--- src/rtl/tnet_pkg.sv ---
// Shared types for the TNET command controller: FSM state codes, status
// bit-field layout and the opcode bit that marks a command with no response.
package tnet_pkg;

  typedef enum logic [2:0] {
    ST_IDLE = 3'd0,
    ST_ARB  = 3'd1,
    ST_TX   = 3'd2,
    ST_WAIT = 3'd3,
    ST_DONE = 3'd4,
    ST_ERR  = 3'd5
  } tnet_state_e;

  localparam int OP_NORSP_BIT  = 4;

  localparam int STAT_STATE_LSB = 0;
  localparam int STAT_BUSY      = 3;
  localparam int STAT_TERR      = 4;
  localparam int STAT_OVF       = 5;
  localparam int STAT_LGNT      = 6;
  localparam int STAT_PEND      = 7;
  localparam int STAT_CMD_LSB   = 8;
  localparam int STAT_ERR_LSB   = 16;

  function automatic logic [31:0] pack_status(
    input tnet_state_e st,
    input logic        busy,
    input logic        terr,
    input logic        ovf,
    input logic        lgnt,
    input logic        pend,
    input logic [7:0]  cmd_cnt,
    input logic [7:0]  err_cnt
  );
    logic [31:0] s;
    s = '0;
    s[STAT_STATE_LSB +: 3] = st;
    s[STAT_BUSY]           = busy;
    s[STAT_TERR]           = terr;
    s[STAT_OVF]            = ovf;
    s[STAT_LGNT]           = lgnt;
    s[STAT_PEND]           = pend;
    s[STAT_CMD_LSB +: 8]   = cmd_cnt;
    s[STAT_ERR_LSB +: 8]   = err_cnt;
    return s;
  endfunction

endpackage

--- src/rtl/tnet_rr_arb2.sv ---
// Two-way round-robin arbiter (PS vs tProc); grant is combinational, the
// last-grant register only moves when the caller commits a grant with upd.
module tnet_rr_arb2 (
  input  logic clk,
  input  logic rst_n,
  input  logic req_ps,
  input  logic req_tp,
  input  logic upd,
  output logic gnt_ps,
  output logic gnt_tp,
  output logic last_gnt
);

  // last_gnt=1 means tProc was served last, so PS wins the next tie
  always_comb begin
    gnt_ps = req_ps & (~req_tp | last_gnt);
    gnt_tp = req_tp & (~req_ps | ~last_gnt);
  end

  always_ff @(posedge clk) begin
    if (!rst_n) begin
      last_gnt <= 1'b1;
    end else if (upd && (gnt_ps || gnt_tp)) begin
      last_gnt <= gnt_tp;
    end
  end

endmodule

--- src/rtl/tnet_cmd_ctrl.sv ---
// Arbitrates PS and tProc commands onto the network TX port, waits for the
// matching response or a timeout, and reports progress in TNET_STATUS.
module tnet_cmd_ctrl
  import tnet_pkg::*;
#(
  parameter int TOUT_CYC = 1024
) (
  input  logic        ps_aclk,
  input  logic        ps_aresetn,
  input  logic [31:0] TNET_CTRL,
  input  logic [15:0] TNET_ADDR,
  input  logic [15:0] TNET_LEN,
  input  logic [31:0] RAXI_DT1,
  input  logic        c_cmd_req_i,
  input  logic [4:0]  c_cmd_op_i,
  input  logic [15:0] c_cmd_addr_i,
  input  logic [31:0] c_cmd_dt_i,
  output logic        c_cmd_ack_o,
  output logic        tx_req_o,
  output logic [4:0]  tx_op_o,
  output logic [15:0] tx_addr_o,
  output logic [15:0] tx_len_o,
  output logic [31:0] tx_dt_o,
  input  logic        tx_ack_i,
  input  logic        rx_vld_i,
  input  logic [4:0]  rx_op_i,
  input  logic [31:0] rx_dt1_i,
  input  logic [31:0] rx_dt2_i,
  output logic [31:0] TNET_W_DT1,
  output logic [31:0] TNET_W_DT2,
  output logic [31:0] TNET_STATUS,
  output logic        busy_o
);

  localparam logic [15:0] TOUT_LAST = 16'(TOUT_CYC - 1);

  tnet_state_e state;
  logic        ctrl_q;
  logic        ps_pend;
  logic        ovf;
  logic        tout_err;
  logic [7:0]  cmd_cnt;
  logic [7:0]  err_cnt;
  logic [15:0] tout_cnt;
  logic        stat_vld;
  logic        gnt_ps;
  logic        gnt_tp;
  logic        last_gnt;
  logic        ps_edge;
  logic        unused_ctrl;

  assign ps_edge     = TNET_CTRL[0] & ~ctrl_q;
  assign unused_ctrl = ^TNET_CTRL[31:6];

  tnet_rr_arb2 u_arb (
    .clk      (ps_aclk),
    .rst_n    (ps_aresetn),
    .req_ps   (ps_pend),
    .req_tp   (c_cmd_req_i),
    .upd      (state == ST_ARB),
    .gnt_ps   (gnt_ps),
    .gnt_tp   (gnt_tp),
    .last_gnt (last_gnt)
  );

  always_ff @(posedge ps_aclk) begin
    // edge detector tracks the PS bit even in reset so a held-high bit is not a request
    ctrl_q <= TNET_CTRL[0];
    if (!ps_aresetn) begin
      state       <= ST_IDLE;
      ps_pend     <= 1'b0;
      ovf         <= 1'b0;
      tout_err    <= 1'b0;
      cmd_cnt     <= '0;
      err_cnt     <= '0;
      tout_cnt    <= '0;
      stat_vld    <= 1'b0;
      busy_o      <= 1'b0;
      c_cmd_ack_o <= 1'b0;
      tx_req_o    <= 1'b0;
      tx_op_o     <= '0;
      tx_addr_o   <= '0;
      tx_len_o    <= '0;
      tx_dt_o     <= '0;
      TNET_W_DT1  <= '0;
      TNET_W_DT2  <= '0;
    end else begin
      stat_vld    <= 1'b1;
      c_cmd_ack_o <= 1'b0;
      case (state)
        ST_IDLE: begin
          if (ps_pend || c_cmd_req_i) begin
            state  <= ST_ARB;
            busy_o <= 1'b1;
          end
        end
        ST_ARB: begin
          if (gnt_ps) begin
            tx_op_o   <= TNET_CTRL[5:1];
            tx_addr_o <= TNET_ADDR;
            tx_len_o  <= TNET_LEN;
            tx_dt_o   <= RAXI_DT1;
            ps_pend   <= 1'b0;
            ovf       <= 1'b0;
            tout_err  <= 1'b0;
            tx_req_o  <= 1'b1;
            state     <= ST_TX;
          end else if (gnt_tp) begin
            tx_op_o     <= c_cmd_op_i;
            tx_addr_o   <= c_cmd_addr_i;
            tx_len_o    <= '0;
            tx_dt_o     <= c_cmd_dt_i;
            c_cmd_ack_o <= 1'b1;
            tx_req_o    <= 1'b1;
            state       <= ST_TX;
          end else begin
            state  <= ST_IDLE;
            busy_o <= 1'b0;
          end
        end
        ST_TX: begin
          if (tx_ack_i) begin
            tx_req_o <= 1'b0;
            tout_cnt <= '0;
            state    <= tx_op_o[OP_NORSP_BIT] ? ST_DONE : ST_WAIT;
          end
        end
        ST_WAIT: begin
          // a matching response beats a timeout landing in the same cycle
          if (rx_vld_i && (rx_op_i == tx_op_o)) begin
            TNET_W_DT1 <= rx_dt1_i;
            TNET_W_DT2 <= rx_dt2_i;
            state      <= ST_DONE;
          end else if (tout_cnt == TOUT_LAST) begin
            state <= ST_ERR;
          end else begin
            tout_cnt <= tout_cnt + 16'd1;
          end
        end
        ST_DONE: begin
          cmd_cnt <= cmd_cnt + 8'd1;
          state   <= ST_IDLE;
          busy_o  <= 1'b0;
        end
        ST_ERR: begin
          tout_err <= 1'b1;
          if (err_cnt != 8'hFF) err_cnt <= err_cnt + 8'd1;
          state  <= ST_IDLE;
          busy_o <= 1'b0;
        end
        default: begin
          state  <= ST_IDLE;
          busy_o <= 1'b0;
        end
      endcase
      if (ps_edge) begin
        if (ps_pend) ovf <= 1'b1;
        else         ps_pend <= 1'b1;
      end
    end
  end

  // stat_vld masks last_gnt so the whole status word reads zero while in reset
  assign TNET_STATUS = pack_status(state, busy_o, tout_err, ovf, last_gnt & stat_vld,
                                   ps_pend, cmd_cnt, err_cnt);

endmodule
--- config.mk ---
export PLATFORM = sky130hd
export DESIGN_NAME = tnet_cmd_ctrl
export DESIGN_NICKNAME = d
export VERILOG_FILES = /design/src/rtl/tnet_pkg.sv /design/src/rtl/tnet_rr_arb2.sv /design/src/rtl/tnet_cmd_ctrl.sv
export SDC_FILE = /design/constraint.sdc
export NUM_CORES = 1
export LEC_CHECK = 0
export CORE_AREA = 2 2 154 156
export DETAILED_ROUTE_END_ITERATION = 10
export DIE_AREA = 0 0 156 158
export PLACE_DENSITY = 0.72
export SLEW_MARGIN = 20
export SYNTH_ARGS = -nofsm -noshare
export SYNTH_HDL_FRONTEND = slang
export SYNTH_SLANG_ARGS = --single-unit
--- constraint.sdc ---
create_clock -name ps_aclk -period 1.7 [get_ports ps_aclk]
set_input_delay 0.17 -clock ps_aclk [delete_from_list [all_inputs] [get_ports ps_aclk]]
set_output_delay 0.17 -clock ps_aclk [all_outputs]
set_load 0.005 [all_outputs]
# Word-level counts from Yosys, hierarchy flattened
# Cells that the tools add are included.
[totals] regBits=177 input_bits=223 elab_cells=111
[classes] add_sub_neg=3 eq_ne=17 mux=40 bitwise_logic=13 reduce_logical=19
[op_table] op="16-bit 2-to-1 mux" count=7
[op_table] op="32-bit 2-to-1 mux" count=2
[op_table] op="16-bit one-hot mux with 2 select lines" count=1
[op_table] op="1-bit 2-to-1 mux" count=17
[op_table] op="16-bit by 1-bit adder with 16-bit output (second input constant)" count=1
[op_table] op="8-bit by 1-bit adder with 8-bit output (second input constant)" count=2
[op_table] op="16-bit by 10-bit equality test with 1-bit output (second input constant)" count=1
[op_table] op="3-bit 2-to-1 mux" count=5
[op_table] op="2-bit != test (second input constant)" count=7
[op_table] op="3-bit one-hot mux with 4 select lines" count=1
[op_table] op="5-bit 2-to-1 mux" count=2
[op_table] op="8-bit != test (second input constant)" count=1
[op_table] op="2-bit AND reduction" count=4
[op_table] op="4-bit AND reduction" count=2
[op_table] op="2-bit nonzero test" count=4
[op_table] op="1-bit inverter" count=7
[op_table] op="3-bit by 2-bit equality test with 1-bit output (second input constant)" count=2
[op_table] op="3-bit equality test (second input constant)" count=2
[op_table] op="3-bit != test (second input constant)" count=2
[op_table] op="3-bit AND reduction" count=2
[op_table] op="5-bit equality test" count=1
[op_table] op="1-bit AND" count=4
[op_table] op="2-bit 2-to-1 mux" count=2
[op_table] op="1-bit one-hot mux with 2 select lines" count=2
[op_table] op="other kinds (8)" count=11

# Logic depth before layout (Yosys ltp)
# Gate-level depths: netlist of run 1.
[logic_depth] ltp_word=7 ltp_mapped=8 ltp_nobuf=6

# By module
# Synthesis of run 1 repeated with hierarchy kept, for this count alone.
[hier_totals] cells_unflattened=758 hier_area_um2=7783.7
[modules_own_cells] mod="tnet_cmd_ctrl" n_inst=1 cells_per_inst=751 area_each_um2=7724.9 seq_area_each_um2=3523.4
[modules_own_cells] mod="tnet_rr_arb2" n_inst=1 cells_per_inst=7 area_each_um2=58.8 seq_area_each_um2=20.0

# Worst setup path before layout of run 1
# OpenSTA, ideal clock, no wires.
[synth_path] path_type="register to register" from="reg tout_cnt[0]" to="reg tout_cnt[5]" arrival_time_ns=1.745 path_slack_ns=-0.115 stages_incl_launch_ff=8 path_buffers=1 cell_sequence="dfxtp_1 ha_1 nand3_1 nor4_4 a311o_1 buf_6 or3_1 a21oi_1"
[synth_via] elab_chain_len=4
[synth_lines] item="from (decl)" line_no="tnet_cmd_ctrl.sv:44" text="logic [15:0] tout_cnt;"
[synth_lines] item="from (signal assigned)" line_no="tnet_cmd_ctrl.sv:137" text="tout_cnt <= tout_cnt + 16'd1;"
[synth_lines] item="16-bit by 1-bit adder with 16-bit output" line_no="tnet_cmd_ctrl.sv:137"
[synth_lines] item="16-bit 2-to-1 mux" line_no="tnet_cmd_ctrl.sv:134" text="end else if (tout_cnt == TOUT_LAST) begin"
[synth_lines] item="16-bit 2-to-1 mux" line_no="tnet_cmd_ctrl.sv:130" text="if (rx_vld_i && (rx_op_i == tx_op_o)) begin"
[synth_lines] item="16-bit one-hot mux with 2 select lines" line_no="tnet_cmd_ctrl.sv:90" text="case (state)"
# Several ways; a longest one is shown, not always the timed one. The select of a mux whose other input is x is not followed.
# A chain may end at the register's enable or synchronous reset.

# Final worst setup path of run 1
[layout_path] from="reg tout_cnt[11]" to="reg tout_cnt[13]"
# The elaborated chain is that of the path after synthesis.

==> PnR_summary.wiki, run 1 <==
{| class="wikitable"
! Metric !! Value
|-
| Capturing point of the worst reg2reg path || tout_cnt[13]$_SDFFE_PN0P_
|-
| Wire length of the first global-routing pass || ~35000 µm
|-
| Fraction of synthesized cell area taken by the top area cell type || 46.2%
|-
| Area of the mapped netlist || 0.00767 mm²
|-
| Power density over cell area || around 800 mW/mm²
|-
| Data arrival at the endpoint of the critical path || between 2 and 2.5 ns
|-
| Total of flip-flops plus latches after synthesis || between 150 and 200
|-
| Clock insertion delay at the later pin of the skew report || 0.42 ns
|-
| Antenna diode count || 0
|-
| Worst hold start || ps_aresetn
|-
| Die extent in x || 156 µm
|-
| Height of the die || between 150 and 200 µm
|-
| IR drop worst, VDD || about 0.64 mV
|-
| First-pass iteration count of the detailed router || 4
|-
| CTS Hold Buffers Added || 0
|-
| Worst-path clk slew || ~0.070 ns
|-
| Hold Path Cell Cnt || 4
|-
| Clock root buffer || sky130_fd_sc_hd__clkbuf_16
|-
| Cell taking the most area after synthesis || sky130_fd_sc_hd__dfxtp_1
|-
| Count of unique library cells instantiated by Yosys || 54
|-
| Share of final-layout standard cells stronger than drive strength 1 || between 15 and 20%
|-
| Kind of critical path || flop to flop
|-
| TritonCTS buffer count || 17
|-
| Number of filler cells placed in the layout || between 1500 and 2000
|-
| Required time of the critical path || 2.00 ns
|-
| Setup crit end kind || flop
|-
| Combinational family with the most area after synthesis || simple AND/OR/NAND/NOR gates
|-
| Critical Path Source || tout_cnt[11]$_SDFFE_PN0P_
|-
| Number of cells traversed by the worst register-to-register path || 8
|-
| DRT Wirelength || 24200 µm
|-
| Max-Cap Viols || 0
|-
| H-Tree Depth || 4
|-
| Count of boundary I/O pins || slightly below 400
|-
| Top cells by area in the synthesized netlist || sky130_fd_sc_hd__dfxtp_1 46%, sky130_fd_sc_hd__mux2i_1 16%, sky130_fd_sc_hd__o211a_1 6.9%
|-
| Static leakage power || between 0.005 and 0.006 µW
|-
| Total grt overflow || 0
|-
| Top achievable clock speed || 0.523 GHz
|-
| Final Hold Fails || 0
|-
| Final Skew || around 0.018 ns
|-
| PnR worst setup slack || -0.213 ns
|-
| Final critical-path share of the clock period || 113%
|-
| Tot GR Track Use || ~18%
|-
| Final setup viols || 70
|-
| Count of port buffers added during placement || 356
|-
| Arithmetic-cell share of the synthesized area counting full adders, half adders and majority gates || less than 1%
|-
| Syn Area/Cell || about 10 µm²
|-
| Initial core utilization || 33.3%
|-
| Tightest hold margin || about 0.22 ns
|-
| Count of antenna-violating nets left after detailed routing || 0
|-
| Cell Rows || 56
|-
| Maximum number of pins on one net before global-route repair || 61
|-
| Synth-to-Final Area Change || 75.4%
|-
| Hold Path Class || input port to flop
|-
| Simple-Gate Fraction of Synth Area || ~18%
|-
| DRC || 0
|-
| Post-layout minimum cycle time || 1.91 ns
|-
| Warnings, synthesis || 0
|-
| Failing checks || setup timing
|-
| Area share of xor/xnor cells in the synthesized design || approximately 2.2%
|-
| Post-synthesis instance total || between 700 and 800
|-
| Final Power || 10800 µW
|-
| Reg-to-reg slack, setup || -0.21 ns
|-
| Portion of the post-synthesis area used by sequential elements || approximately 46%
|-
| Vias in the first global route || between 6000 and 7000
|-
| Area enclosed by the die boundary || approximately 0.025 mm²
|-
| Critical register-to-register path startpoint || tout_cnt[11]$_SDFFE_PN0P_
|-
| Cell area after layout || approximately 0.013 mm²
|-
| Setup repair after global routing missed its margin || yes
|-
| Initial antenna violation count || 0
|-
| Average routed wire per standard cell || 16.2 µm
|-
| Share of async-settable or async-resettable flops after synthesis || 0%
|-
| Vias per cell || 4.78
|-
| Area inside the core boundary || ~0.023 mm²
|-
| RePlAce Congestion || between 0.7 and 0.8
|-
| EDFF count, synth || 0
|-
| Placed cell area || 0.0122 mm²
|-
| Outcome || finished, violations left
|-
| Final #Nets || between 1000 and 1500
|-
| DR iter-0 viols || around 250
|-
| Slew Viols, Final || 0
|-
| Worst Hold Endpoint || state[0]$_SDFFE_PN0P_
|-
| TritonCTS clock tree || built
|-
| Maximum buffer depth of the clock tree || 2
|-
| Multiplexer area fraction after synthesis || 15.5%
|-
| Post-DP HPWL || ~18000 µm
|-
| Startpoint type of the worst setup path || flop
|-
| TritonCTS sink count || 177
|-
| Complex-gate fraction of the synthesized area || approximately 13%
|-
| Dominant synthesized flop cell || sky130_fd_sc_hd__dfxtp_1
|-
| Vias || 7148
|-
| Maximum fanout along the worst path || 6
|}
## synth_stat cells, drive strengths merged (2+ instances only)
master / count
o21bai: 3
or3: 5
o211a: 53
nand4: 8
nand2b: 3
inv: 7
a21boi: 4
a22oi: 17
nor3: 6
and3: 6
xnor2: 13
nor2b: 83
and4: 3
a211o: 2
nand2: 78
a21oi: 13
o21a: 4
nand3: 9
dfxtp: 177
or4: 2
clkbuf: 27
nor2: 15
ha: 3
a31oi: 8
o21ai: 12
a22o: 2
a41oi: 2
and2: 16
or2: 3
xor2: 6
buf: 34
mux2i: 119
nor3b: 3
## critical path, stage by stage, from the launching register on
cell and delay, ns:
sky130_fd_sc_hd__dfxtp_1 0.31, sky130_fd_sc_hd__or4_4 0.54, sky130_fd_sc_hd__nor4_4 0.28, sky130_fd_sc_hd__a311oi_2 0.06
sky130_fd_sc_hd__buf_4 0.17, sky130_fd_sc_hd__buf_6 0.14, sky130_fd_sc_hd__buf_6 0.12, sky130_fd_sc_hd__a31oi_4 0.12
sky130_fd_sc_hd__a31oi_1 0.06
## metal layers
| metal | GRT usage [%] | share of wire, % |
|---|---|---|
| met4 | 4.81 | 1.2 |
| met1 | 20.0 | 39 |
| met5 | 0 | 0 |
| met2 | 32.6 | 51 |
| met3 | 6.65 | 8.6 |
## metrics by stage
step | worst slack, ns | TNS [ns] | util [%] | std cells
floorplan | -0.0373 | -0.204 | - | 764
global placement | -0.306 | -26.14 | 52.9 | 1442
detailed placement | -0.363 | -30.80 | 52.9 | 1442
CTS | -0.249 | -4.15 | 56.5 | 1482
global route | -0.282 | -11.46 | 58.4 | 1496
finish | -0.213 | -4.92 | 58.4 | 1496
## placed cells by master, fill, tap and decap left out, types with 3 or more instances in the layout
cell,netlist,final
sky130_fd_sc_hd__a21boi_0,4,4
sky130_fd_sc_hd__a21oi_1,13,10
sky130_fd_sc_hd__a22oi_1,17,16
sky130_fd_sc_hd__a31oi_1,8,6
sky130_fd_sc_hd__and2_1,16,15
sky130_fd_sc_hd__and3_1,6,6
sky130_fd_sc_hd__buf_12,0,15
sky130_fd_sc_hd__buf_16,0,3
sky130_fd_sc_hd__buf_4,20,71
sky130_fd_sc_hd__buf_6,1,15
sky130_fd_sc_hd__buf_8,0,5
sky130_fd_sc_hd__bufinv_16,0,3
sky130_fd_sc_hd__clkbuf_16,0,24
sky130_fd_sc_hd__clkdlybuf4s50_1,0,353
sky130_fd_sc_hd__clkinv_4,0,4
sky130_fd_sc_hd__conb_1,1,8
sky130_fd_sc_hd__dfxtp_1,177,168
sky130_fd_sc_hd__dfxtp_2,0,8
sky130_fd_sc_hd__inv_1,7,7
sky130_fd_sc_hd__inv_6,0,3
sky130_fd_sc_hd__mux2i_1,119,115
sky130_fd_sc_hd__mux2i_2,0,4
sky130_fd_sc_hd__nand2_1,77,75
sky130_fd_sc_hd__nand3_1,9,8
sky130_fd_sc_hd__nand4_1,8,8
sky130_fd_sc_hd__nor2_1,15,14
sky130_fd_sc_hd__nor2b_1,83,83
sky130_fd_sc_hd__nor3_1,4,3
sky130_fd_sc_hd__o211a_1,53,53
sky130_fd_sc_hd__o21a_1,4,4
sky130_fd_sc_hd__o21ai_0,11,6
sky130_fd_sc_hd__o21ai_1,1,3
sky130_fd_sc_hd__o21bai_1,3,3
sky130_fd_sc_hd__or3_1,5,5
sky130_fd_sc_hd__xnor2_1,13,9
sky130_fd_sc_hd__xnor2_2,0,4
sky130_fd_sc_hd__xor2_1,6,6
## what timing repair did
action / 4_1_cts / 5_1_grt
endpoints found under the setup margin: 99 / 138
pin swaps: 16 / 11
gates resized for setup: 26 / 48
gates cloned: 3 / 7
buffers inserted: 5 / 7
## worst max path at each step
stage	end	depth (start not counted)
2_1_floorplan	tout_cnt[0]$_SDFFE_PN0P_	7
3_3_place_gp	TNET_W_DT2[26]$_SDFFE_PN0P_	8
3_5_place_dp	TNET_W_DT1[19]$_SDFFE_PN0P_	8
4_1_cts	tout_cnt[1]$_SDFFE_PN0P_	5
5_1_grt	tout_cnt[13]$_SDFFE_PN0P_	8
6_report	tout_cnt[13]$_SDFFE_PN0P_	8
## report_power, final
| part | switching, µW | leakage (µW) | internal, µW |
|---|---|---|---|
| sequential | 124 | 0.00144 | 4350 |
| combinational | 783 | 0.00398 | 1410 |
| clock | 1750 | 0.000298 | 2390 |
## registers in the layout (all words and copies together) (netlist names), 3 cells and up
register	cells
TNET_W_DT1	32
TNET_W_DT2	32
cmd_cnt	8
err_cnt	8
state	3
tout_cnt	16
tx_addr_o	16
tx_dt_o	32
tx_len_o	16
tx_op_o	5
## area by class of cell
class / instances / area (µm²) / share of cell area, %
Timing Repair Buffer: 471 / 4890 / 36.3
Multi-Input combinational cell: 519 / 4010 / 29.8
Sequential cell: 177 / 3560 / 26.4
Clock buffer: 20 / 447 / 3.32
Tap cell: 290 / 363 / 2.70
Clock inverter: 12 / 170 / 1.26
Inverter: 7 / 26.3 / 0.195
## logic make-up after synthesis
kind of cell | count (synthesis)
fa+ha+maj | 3
xor+xnor | 19
flops | 177
mux | 119
simple gates | 244
other cells | 1
compound gates | 126
buf+inv | 68
Power figures use the tool's default switching activity.
==> inputs of run 2 (changes only) <==
--- a/config.mk
+++ b/config.mk
@@ -6,6 +6,7 @@
 export NUM_CORES = 1
 export LEC_CHECK = 0
 export CORE_AREA = 2 2 154 156
+export CTS_BUF_LIST = sky130_fd_sc_hd__clkbuf_16
 export DETAILED_ROUTE_END_ITERATION = 10
 export DIE_AREA = 0 0 156 158
 export PLACE_DENSITY = 0.72
==> run 2 against run 1 <==
  * The flow still finishes with violations (setup timing)
  * First-iteration DRC count grew 13%
  * Largest power group unchanged
  * Utilization is 0.34 points lower
  * Fmax about the same
  * Cell count barely moved
  * Critical path depth decreased by 2
  * Total power is 0.68% lower
  * Design area shrank 0.58%
  * Sequential share of layout area is 0.14 points higher
  * Worst setup slack hardly changed
  * Critical path type unchanged
  * Via count is 0.31% lower
  * Die area did not move
  * Count of clock-buffer cells in the layout fell by 3
  * Critical endpoint is now tout_cnt[15]$_SDFFE_PN0P_
==> PnR_summary.wiki, run 2 (synthesis results as in run 1) <==
{| class="wikitable"
! Metric !! Value
|-
| Outcome || finished, violations left (unchanged)
|-
| Failing checks || setup timing (unchanged)
|-
| Maximum buffer depth of the clock tree || 2 (unchanged)
|-
| Standard cell with the maximum stage delay on the critical path || sky130_fd_sc_hd__or4_4 (unchanged)
|-
| Count of boundary I/O pins || 391 (unchanged)
|-
| Final Hold Fails || 0 (unchanged)
|-
| Height of the die || 158 µm (unchanged)
|-
| Maximum number of pins on one net before global-route repair || 61 (unchanged)
|-
| Count of port buffers added during placement || 356 (unchanged)
|-
| Vias per cell || 4.77 (was 4.78)
|-
| TritonCTS buffer count || 17 (unchanged)
|-
| Final design utilization || 58.1% (was 58.4%)
|-
| Area enclosed by the die boundary || 0.0246 mm² (unchanged)
|-
| Final #Nets || 1418 (was 1419)
|-
| IR drop worst, VDD || 0.638 mV (was 0.642 mV)
|-
| Antenna diode count || 0 (unchanged)
|-
| Commonest cells after routing, fill and taps aside || 353 x sky130_fd_sc_hd__clkdlybuf4s50_1, 169 x sky130_fd_sc_hd__dfxtp_1, 115 x sky130_fd_sc_hd__mux2i_1 (was 353 x sky130_fd_sc_hd__clkdlybuf4s50_1, 168 x sky130_fd_sc_hd__dfxtp_1, 115 x sky130_fd_sc_hd__mux2i_1)
|-
| Registers with the highest flip-flop counts || TNET_W_DT1: 32 flops, TNET_W_DT2: 32 flops, tx_dt_o: 32 flops (unchanged)
|-
| Maximum fanout along the worst path || 9 (was 6)
|-
| Hold Path Class || input port to flop (unchanged)
|-
| DRC || 0 (unchanged)
|-
| Number of cells traversed by the worst register-to-register path || 6 (was 8)
|-
| Die extent in x || 156 µm (unchanged)
|-
| First-pass iteration count of the detailed router || 4 (unchanged)
|-
| Tot GR Track Use || 18.0% (was 18.1%)
|-
| Max-Cap Viols || 0 (unchanged)
|-
| Wire length of the first global-routing pass || 35000 µm (about the same)
|-
| Static leakage power || 0.00571 µW (was 0.00572 µW)
|-
| Count of antenna-violating nets left after detailed routing || 0 (unchanged)
|-
| Final critical-path share of the clock period || 113% (about the same)
|-
| DR iter-0 viols || 284 (was 251)
|-
| Startpoint type of the worst setup path || flop (unchanged)
|-
| Worst-path clk slew || 0.07 ns (about the same)
|-
| Worst Hold Endpoint || state[0]$_SDFFE_PN0P_ (unchanged)
|-
| Setup repair after global routing missed its margin || yes (unchanged)
|-
| Vias in the first global route || 6863 (was 6883)
|-
| Vias || 7126 (was 7148)
|-
| Final Skew || 0.0170 ns (was 0.0179 ns)
|-
| Tightest hold margin || 0.219 ns (was 0.220 ns)
|-
| CTS Hold Buffers Added || 0 (unchanged)
|-
| Setup crit end kind || flop (unchanged)
|-
| Power density over cell area || 801 mW/mm² (was 802 mW/mm²)
|-
| Critical register-to-register path startpoint || tout_cnt[11]$_SDFFE_PN0P_ (unchanged)
|-
| Total grt overflow || 0 (unchanged)
|-
| Clock insertion delay at the later pin of the skew report || 0.42 ns (about the same)
|-
| TritonCTS clock tree || built (unchanged)
|-
| Hold Path Cell Cnt || 4 (unchanged)
|-
| H-Tree Depth || 4 (unchanged)
|-
| Commonest non-fill, non-tap cell in the layout || sky130_fd_sc_hd__clkdlybuf4s50_1 (unchanged)
|-
| Reg-to-reg slack, setup || -0.21 ns (about the same)
|-
| Cell Rows || 56 (unchanged)
|-
| Clock root buffer || sky130_fd_sc_hd__clkbuf_16 (unchanged)
|-
| Synth-to-Final Area Change || 74.4% (was 75.4%)
|-
| Average routed wire per standard cell || 16.1 µm (was 16.2 µm)
|-
| PnR worst setup slack || -0.213 ns (about the same)
|-
| Worst hold start || ps_aresetn (unchanged)
|-
| Required time of the critical path || 2.00 ns (about the same)
|-
| Share of final-layout standard cells stronger than drive strength 1 || 15.4% (was 16.1%)
|-
| RePlAce Congestion || 0.790 (unchanged)
|-
| Post-DP HPWL || 17700 µm (unchanged)
|-
| Capturing point of the worst reg2reg path || tout_cnt[15]$_SDFFE_PN0P_ (was tout_cnt[13]$_SDFFE_PN0P_)
|-
| Slew Viols, Final || 0 (unchanged)
|-
| Area inside the core boundary || 0.0231 mm² (unchanged)
|-
| Final setup viols || 70 (unchanged)
|-
| Kind of critical path || flop to flop (unchanged)
|-
| Initial antenna violation count || 0 (unchanged)
|-
| DRT Wirelength || 24100 µm (was 24200 µm)
|-
| Post-layout minimum cycle time || 1.91 ns (about the same)
|-
| Stage delay of the slowest cell on the critical path || 0.54 ns (about the same)
|-
| Cell Chain, Critical Path || or4_4 -> nor4_4 -> a311oi_2 -> buf_4 -> nor3b_1 -> a211o_1 (was or4_4 -> nor4_4 -> a311oi_2 -> buf_4 -> buf_6 -> buf_6 -> a31oi_4 -> a31oi_1)
|-
| Top achievable clock speed || 0.523 GHz (about the same)
|-
| Data arrival at the endpoint of the critical path || 2.22 ns (was 2.21 ns)
|-
| TritonCTS sink count || 177 (unchanged)
|-
| Initial core utilization || 33.3% (unchanged)
|}
[run 2: changes by cell type in the layout (fill, tap and decap cells not counted), moves of 2 or more]
cell / before / now
sky130_fd_sc_hd__buf_4: 71 / 73
sky130_fd_sc_hd__buf_6: 15 / 12
sky130_fd_sc_hd__clkbuf_1: 2 / 0
sky130_fd_sc_hd__inv_1: 7 / 9
sky130_fd_sc_hd__nand2_1: 75 / 77
sky130_fd_sc_hd__nand2_2: 2 / 0
[run 2: how the worst max path moves through the flow]
stage,start,to,slack [ns],cells past startpoint
after floorplan,tout_cnt[10]$_SDFFE_PN0P_,tout_cnt[0]$_SDFFE_PN0P_,-0.04,7
after global placement,rx_op_i[4],TNET_W_DT2[26]$_SDFFE_PN0P_,-0.31,8
after detailed placement,rx_op_i[3],TNET_W_DT1[19]$_SDFFE_PN0P_,-0.36,8
after CTS,tout_cnt[15]$_SDFFE_PN0P_,tout_cnt[15]$_SDFFE_PN0P_,-0.25,6
after global routing,tout_cnt[11]$_SDFFE_PN0P_,tout_cnt[9]$_SDFFE_PN0P_,-0.29,6
final,tout_cnt[11]$_SDFFE_PN0P_,tout_cnt[15]$_SDFFE_PN0P_,-0.21,6
[run 2: final cells by class]
class	instances	area, µm²
fill	1983	9670
clock inverter	15	181
tap	290	363
multi-input combinational	519	3960
timing repair buffer	470	4870
clock buffer	17	425
sequential	177	3560
inverter	7	26.3
[run 2: power by group]
part	switching [µW]	total [µW]	internal, µW	leakage [µW]
clock	1740	4080	2330	0.000300
sequential	124	4470	4350	0.00144
combinational	777	2180	1400	0.00397
[run 2: routing by layer]
| metal | share of wire (%) | vias up | global-route usage (%) | wire length, µm |
|---|---|---|---|---|
| li1 | - | 3516 | - | - |
| met3 | 8.6 | 19 | 6.65 | 2060 |
| met5 | 0 | - | 0 | 0 |
| met2 | 51 | 275 | 32.4 | 12200 |
| met1 | 40 | 3316 | 20.1 | 9510 |
| met4 | 1.1 | 0 | 4.76 | 272 |
[run 2: through the flow]
| stage | power [µW] | std cells | TNS [ns] | setup slack [ns] | cell area (µm²) |
|---|---|---|---|---|---|
| after floorplan | 5260 | 764 | -0.204 | -0.0373 | 7730 |
| after global placement | 6500 | 1442 | -26.14 | -0.306 | 12200 |
| after detailed placement | 6520 | 1442 | -30.80 | -0.363 | 12200 |
| after CTS | 10800 | 1481 | -4.14 | -0.248 | 13000 |
| after global routing | 11200 | 1495 | -11.34 | -0.288 | 13400 |
| final | 10700 | 1495 | -4.60 | -0.213 | 13400 |
[run 2: critical path, delay by kind of cell (launching register included)]
| family | cells | cell delay, ns |
|---|---|---|
| AO/OA/AOI/OAI | 2 | 0.34 |
| buffers and inverters | 1 | 0.18 |
| flip-flops | 1 | 0.31 |
| AND/OR/NAND/NOR | 3 | 0.97 |
[run 2: repair_timing]
| item | 4_1_cts | 5_1_grt |
|---|---|---|
| buffers inserted | 4 | 7 |
| resized for setup | 20 | 41 |
| pin swaps | 11 | 8 |
| cloned | 3 | 7 |
| endpoints found under the setup margin | 99 | 138 |
